### src/rtl/fetch_sequencer.sv
// Multi-cycle PC/phase sequencer for the 8-bit accumulator core: FETCH -> EXEC -> optional MEM.
// Optional executed-cycle counter is built only when CYCLE_COUNT_EN is defined.
module fetch_sequencer #(
  parameter int PC_W        = 10,
  parameter int MEM_TIMEOUT = 15
) (
  input  logic            clk_i,
  input  logic            rst_n_i,
  input  logic            start_i,
  input  logic [PC_W-1:0] start_pc_i,
  input  logic            branchf_i,
  input  logic            branchb_i,
  input  logic            done_i,
  input  logic            memread_i,
  input  logic            memwrite_i,
  input  logic [PC_W-1:0] offset_i,
  input  logic            mem_ack_i,
  output logic [PC_W-1:0] pc_o,
  output logic            inst_en_o,
  output logic            commit_o,
  output logic            mem_req_o,
  output logic            halted_o,
  output logic            error_o,
  output logic [15:0]     cycle_count_o,
  output logic [2:0]      state_o
);

  typedef enum logic [2:0] {
    S_IDLE  = 3'd0,
    S_FETCH = 3'd1,
    S_EXEC  = 3'd2,
    S_MEM   = 3'd3,
    S_HALT  = 3'd4
  } state_e;

  localparam int TMO_W = (MEM_TIMEOUT < 2) ? 1 : $clog2(MEM_TIMEOUT + 1);
  // Last MEM cycle index that may still wait for an ack.
  localparam logic [TMO_W-1:0] TMO_LAST = TMO_W'(MEM_TIMEOUT - 1);

  state_e            state_q, state_d;
  logic [PC_W-1:0]   pc_q, pc_d;
  logic [TMO_W-1:0]  tmo_q, tmo_d;
  logic              mem_req_q, mem_req_d;
  logic              halted_q, halted_d;
  logic              error_q, error_d;
  logic              commit;

  always_ff @(posedge clk_i) begin
    if (!rst_n_i) begin
      state_q   <= S_IDLE;
      pc_q      <= '0;
      tmo_q     <= '0;
      mem_req_q <= 1'b0;
      halted_q  <= 1'b0;
      error_q   <= 1'b0;
    end else begin
      state_q   <= state_d;
      pc_q      <= pc_d;
      tmo_q     <= tmo_d;
      mem_req_q <= mem_req_d;
      halted_q  <= halted_d;
      error_q   <= error_d;
    end
  end

  always_comb begin
    state_d   = state_q;
    pc_d      = pc_q;
    tmo_d     = tmo_q;
    mem_req_d = mem_req_q;
    halted_d  = halted_q;
    error_d   = error_q;
    commit    = 1'b0;
    case (state_q)
      S_IDLE: begin
        if (start_i) begin
          pc_d    = start_pc_i;
          state_d = S_FETCH;
        end
      end
      S_FETCH: begin
        state_d = S_EXEC;
      end
      S_EXEC: begin
        if (done_i) begin
          halted_d = 1'b1;
          state_d  = S_HALT;
        end else if (memread_i || memwrite_i) begin
          mem_req_d = 1'b1;
          tmo_d     = '0;
          state_d   = S_MEM;
        end else begin
          // PC arithmetic wraps modulo 2^PC_W in both directions.
          if (branchf_i)      pc_d = pc_q + offset_i;
          else if (branchb_i) pc_d = pc_q - offset_i;
          else                pc_d = pc_q + PC_W'(1);
          commit  = 1'b1;
          state_d = S_FETCH;
        end
      end
      S_MEM: begin
        // An ack in the final allowed cycle still retires the access.
        if (mem_ack_i) begin
          commit    = 1'b1;
          mem_req_d = 1'b0;
          pc_d      = pc_q + PC_W'(1);
          state_d   = S_FETCH;
        end else if (tmo_q == TMO_LAST) begin
          error_d   = 1'b1;
          halted_d  = 1'b1;
          mem_req_d = 1'b0;
          state_d   = S_HALT;
        end else begin
          tmo_d = tmo_q + TMO_W'(1);
        end
      end
      S_HALT: begin
        if (start_i) begin
          halted_d = 1'b0;
          pc_d     = start_pc_i;
          state_d  = S_FETCH;
        end
      end
      default: begin
        state_d = S_IDLE;
      end
    endcase
  end

`ifdef CYCLE_COUNT_EN
  logic [15:0] cyc_q, cyc_d;

  always_comb begin
    cyc_d = cyc_q;
    if ((state_q == S_FETCH || state_q == S_EXEC || state_q == S_MEM) && cyc_q != 16'hFFFF)
      cyc_d = cyc_q + 16'd1;
  end

  always_ff @(posedge clk_i) begin
    if (!rst_n_i) cyc_q <= '0;
    else          cyc_q <= cyc_d;
  end

  assign cycle_count_o = cyc_q;
`else
  assign cycle_count_o = '0;
`endif

  assign pc_o      = pc_q;
  assign inst_en_o = (state_q == S_FETCH);
  // A reset edge drops any in-flight instruction, so it never commits.
  assign commit_o  = commit & rst_n_i;
  assign mem_req_o = mem_req_q;
  assign halted_o  = halted_q;
  assign error_o   = error_q;
  assign state_o   = state_q;

endmodule

### config.mk
export PLATFORM = sky130hd
export DESIGN_NAME = fetch_sequencer
export DESIGN_NICKNAME = d
export VERILOG_FILES = /design/src/rtl/fetch_sequencer.sv
export SDC_FILE = /design/constraint.sdc
export NUM_CORES = 1
export LEC_CHECK = 0
export ABC_AREA = 1
export BUFFER_PORTS_ARGS = -buffer_cell sky130_fd_sc_hd__buf_2
export CAP_MARGIN = 20
export CORE_UTILIZATION = 30
export DETAILED_ROUTE_END_ITERATION = 16
export HOLD_SLACK_MARGIN = 0.08
export PLACE_DENSITY = 0.61
export SYNTH_ARGS = -nofsm -noshare
export SYNTH_HDL_FRONTEND = slang
export SYNTH_SLANG_ARGS = --single-unit
### constraint.sdc
create_clock -name clk_i -period 4.1 [get_ports clk_i]
set_input_delay 0.205 -clock clk_i [delete_from_list [all_inputs] [get_ports clk_i]]
set_output_delay 0.205 -clock clk_i [all_outputs]
set_load 0.02 [all_outputs]
Yosys cells after proc, flatten, opt, wreduce, memory -nomap -nowiden
Index checks and enable logic that the tools add are counted.
- bits in registers: 20
- input bits: 29
- add/subtract/negate cells: 4
- equal/unequal tests: 16
- muxes and demuxes: 32
- bitwise gates (word level): 2
- reductions and logical operators: 12
- operator list (kind ; count):
    two-way mux 10 bit ; 6
    case mux 10 bit (3 select lines) ; 1
    inequality test 2 bit, second input constant ; 9
    two-way mux 4 bit ; 4
    AND reduction 5 bit ; 3
    two-way mux 3 bit ; 4
    case mux 3 bit (4 select lines) ; 1
    two-way mux 1 bit ; 11
    adder 10 x 1 -> 10 bit, second input constant ; 1
    adder 10 bit ; 1
    subtractor 10 bit ; 1
    case mux 4 bit (2 select lines) ; 1
    == test 3 x 2 -> 1 bit, second input constant ; 2
    nonzero test 3 bit ; 2
    adder 4 x 1 -> 4 bit, second input constant ; 1
    == test 4 bit, second input constant ; 1
    case mux 1 bit (2 select lines) ; 2
    AND reduction 4 bit ; 1
    == test 3 x 1 -> 1 bit, second input constant ; 1
    == test 3 bit, second input constant ; 1
    zero test 3 bit ; 1
    inequality test 3 bit, second input constant ; 1
    case mux 1 bit (3 select lines) ; 1
    AND reduction 3 bit ; 1
    other kinds (8) ; 8

Depth between registers and ports, before layout
- depth in word-level cells: 6
- depth in mapped cells: 15

Worst setup path before layout
No wires, ideal clock.
- kind: flip-flop to flip-flop
- start point: reg pc_q[0] (netlist: pc_o[0])
- end point: reg pc_q[8] (netlist: pc_o[8])
- setup time: 0.122 ns
- arrival time: 1.842 ns
- slack: 2.136 ns
- stages on the path, launching flop included: 14
- buffers on the path: 0
- clock period less this slack: 1.964 ns
- cells stage by stage: dfxtp_1 > ha_1 > inv_1 > fa_1 > o21ai_0 > nand2_1 > nand2_1 > nand3_1 > nand2_1 > nand2_1 > nand3_1 > nand3_1 > nand2_1 > a21oi_1
- longest elaborated chain between the ends: 6
- elaborated cells between the ends (all ways): 9
- RTL lines (what ; RTL line ; RTL):
    from (decl) ; 41 ; logic [PC_W-1:0] pc_q, pc_d;
    from (signal assigned) ; 58 ; pc_q <= pc_d;
    adder 10 x 1 -> 10 bit or subtractor 10 bit (tied branches) ; 96, 106, 95 ;
    two-way mux 10 bit ; 95 ; else if (branchb_i) pc_d = pc_q - offset_i;
    two-way mux 10 bit ; 94 ; if (branchf_i) pc_d = pc_q + offset_i;
    two-way mux 10 bit ; 88 ; end else if (memread_i || memwrite_i) begin
    two-way mux 10 bit ; 85 ; if (done_i) begin
    case mux 10 bit (3 select lines) * ; 74 ; case (state_q)
Mark *: on every way between the ends. The rest lies on a longest branch, timed or not. The select of a mux whose other input is x is not followed.
A chain may end at the register's enable or synchronous reset.

Final worst setup path
- start point: reg state_q[1] (netlist: state_o[1])
- end point: reg pc_q[4] (netlist: pc_o[4])
- longest elaborated chain between the ends: 4
- elaborated cells between the ends (all ways): 12
- RTL lines (what ; RTL line ; RTL):
    from (decl) ; 40 ; state_e state_q, state_d;
    from (signal assigned) ; 57 ; state_q <= state_d;
    == test 3 bit or zero test 3 bit (tied branches) ; 74 ;
    OR reduction 2 bit (no source line) ; -- ;
    inequality test 2 x 1 -> 1 bit (no source line) or nonzero test 3 bit (tied branches) ; -- ;
    AND reduction 5 bit (no source line) ; -- ;
Parallel ways exist; a longest one is shown, timed or not.

==> qor.yml <==
status: "complete, no violations"
critPathTopFamily: "simple AND/OR/NAND/NOR gates"
cp_num_buf_inv: 2
hold_class: "input port to flip-flop"
p_seq_frac: 0.244
min_period_over_period: 0.5566
crit_top_cell: "nor2_1"
postSynth.asyncResetShare: 0
grt.overflow.total: 0
dr.pass1.iters: 5
grt_max_degree: 16
grt_util_all_layers: 0.1699
hpwl_um: 5797
synth_edf_count: 0
drt_first_iter_violations: 156
synth-seq-cells: 20
yosysTopAreaCell: "dfxtp_1"
drcViolationCount: 0
startpoint_type: "flip-flop"
rsz0062_at_grt: "no"
grt_pass1_vias: 2526
syn-instance-count: 413
synthFlopType: "dfxtp_1"
numPortBuffers: 46
hold_viol: 0
sw_frac_of_total: 0.5074
die_h_um: 93.26
period_minus_slack_ps: 2282
routed_wl_um: 7067
stdcell_area_um2: 2816
cts_setup_buffers: 0
ant_nets: 0
worst-path-max-fanout: 15
setup_tns_ps: 0
cp.arrival_ps: 2430
cts_resized: 0
slew_violations: 0
yosys-top-cells-area: "dfxtp_1 16%, nand2_1 14%, ha_1 11%"
rows: 32
cp-end-kind: "flip-flop"
grt_pass1_wl_um: 11900
synth_common_cells: "93 x nand2_1, 56 x inv_1, 40 x nand3_1, 40 x nor2_1, 31 x a21oi_1"
slowest_delay_ps: 660
required_ps: 4240
start_util: 0.3168
routabilityCongestion: 0.8966
yosysSeqAreaShare: 0.1602
root_buffer: "clkbuf_8"
worst_pin_slew_ps: 803.5
yosys.area.top_type_share: 0.1602
coreArea_um2: 7888
p_leak_uw: 0.001465
antenna_found_initial: 0
combPwrFrac: 0.587
slowest_stage: "nor2_1"
cts_tree: "built"
final-setup-viol-count: 0
cts-buffers-inserted: 3
synthToLayoutAreaGrowth_pct: 12.72
synth_cell_types: 42
drive_above_1_share: 0.1611
hold_buffers: 0
ir_drop_v: 0.0001806
switching_power_uw: 616.9
slew_headroom: 0.4624
clock_latency_ps: 270
cts_sinks: 20
die_w_um: 93.26
fill_cells: 892
cts_max_path_buffers: 2
powerDensity_nw_per_um2: 431.7
fin_nets: 506
h-tree-depth: 1
yosysMostFrequentCell: "nand2_1"
clkPwrFrac: 0.169
drv_cap: 0
fp.dieArea_um2: 8697
syn_area_um2: 2499
vias: 2750
place_area_um2: 2745
avgSynthCellArea_um2: 6.050
clk_pin_slew_ps: 80
fmax_mhz: 438.2
vias_per_cell: 4.955
power_report.internal_total_uw: 599.0
skew_ps: 8.900
critPathKind: "flip-flop to flip-flop"
ios: 63
cp_cell_sequence: "nor2_1 -> nor2_1 -> inv_1 -> o21ai_4 -> inv_4 -> o21ai_0 -> a31oi_1"
diodes: 0
yosysWarnings: 0
post_drt_wl_per_cell_um: 12.73
## sequential cells by signal (all words and copies together) (netlist names)
name / cells
halted_o: 1
error_o: 1
pc_o: 10
tmo_q: 4
state_o: 3
mem_req_o: 1
## final timing paths
path | startpoint | slack (ps) | to | depth (start not counted)
max reg2reg | state_o[1]$_SDFFE_PN0P_ | 1820 | pc_o[4]$_SDFFE_PN0P_ | 7
max | state_o[1]$_SDFFE_PN0P_ | 1820 | pc_o[4]$_SDFFE_PN0P_ | 7
min | start_pc_i[4] | 250 | pc_o[4]$_SDFFE_PN0P_ | 3
min reg2reg | halted_o$_SDFFE_PN0P_ | 490 | halted_o$_SDFFE_PN0P_ | 2
## stage by stage
step	hold slack (ps)	std cells	util	power, uW	worst slack [ps]
after global placement	469.2	551	0.3480	1004	1839
after detailed placement	474.2	551	0.3480	1006	1844
after CTS	236.9	555	0.3571	1214	1820
final	248.7	555	0.3571	1216	1818
after global routing	268.1	555	0.3571	1331	1584
after floorplan	369.3	428	-	837.3	2136
## layout by cell type (no fill, tap or decap), types with 3 or more instances in the layout
| cell | synthesis | routed |
|---|---|---|
| dfxtp_1 | 20 | 20 |
| o21ai_0 | 16 | 16 |
| a21oi_1 | 31 | 31 |
| ha_1 | 21 | 21 |
| buf_2 | 4 | 46 |
| inv_2 | 5 | 5 |
| nor2_2 | 8 | 8 |
| clkbuf_8 | 0 | 3 |
| a211oi_1 | 6 | 6 |
| a31oi_1 | 3 | 3 |
| o21ai_1 | 10 | 10 |
| conb_1 | 1 | 16 |
| inv_1 | 56 | 56 |
| xor2_1 | 4 | 4 |
| nand3_1 | 40 | 40 |
| o21bai_1 | 3 | 3 |
| nand4_1 | 5 | 5 |
| nor3_1 | 4 | 4 |
| nor2_1 | 40 | 40 |
| nand2_1 | 93 | 93 |
## power by group through the flow
stage / clock (uW) / combinational [uW] / sequential (uW)
3_3_place_gp: 0 / 704 / 300
4_1_cts: 208 / 709 / 297
5_1_grt: 217 / 809 / 305
3_5_place_dp: 0 / 704 / 302
6_report: 205 / 714 / 297
2_1_floorplan: 0 / 517 / 320
## per-layer routing
layer  GRT usage  routed length [um]  up-vias
met5           0                   0        -
met4     0.03077                  47        0
met3     0.02276                 459        6
met2      0.2739                3216       98
met1      0.2420                3343     1252
li1            -                   -     1394
## cells by family after synthesis
group                      synth area share
adders and majority gates            0.1212
buffers and inverters                0.1612
DFF                                  0.1602
other                              0.001501
xor gates and xnor gates            0.02103
and+or+nand+nor                      0.3535
AOI/OAI and AO/OA                    0.1813
## area by class of cell
cell class / instances / area [um2] / share of cell area
timing repair buffer: 46 / 230.2 / 0.08174
clock buffer: 3 / 41.29 / 0.01466
multi-input combinational: 321 / 1752 / 0.6219
clock inverter: 1 / 30.03 / 0.01066
inverter: 62 / 235.2 / 0.08352
sequential: 20 / 400.4 / 0.1422
tap: 102 / 127.6 / 0.04531
## worst min-delay path, cell delays in order
cell,delay [ps]
buf_2,90
a211oi_1,70
a31oi_1,110
Power figures use the tool's default switching activity.
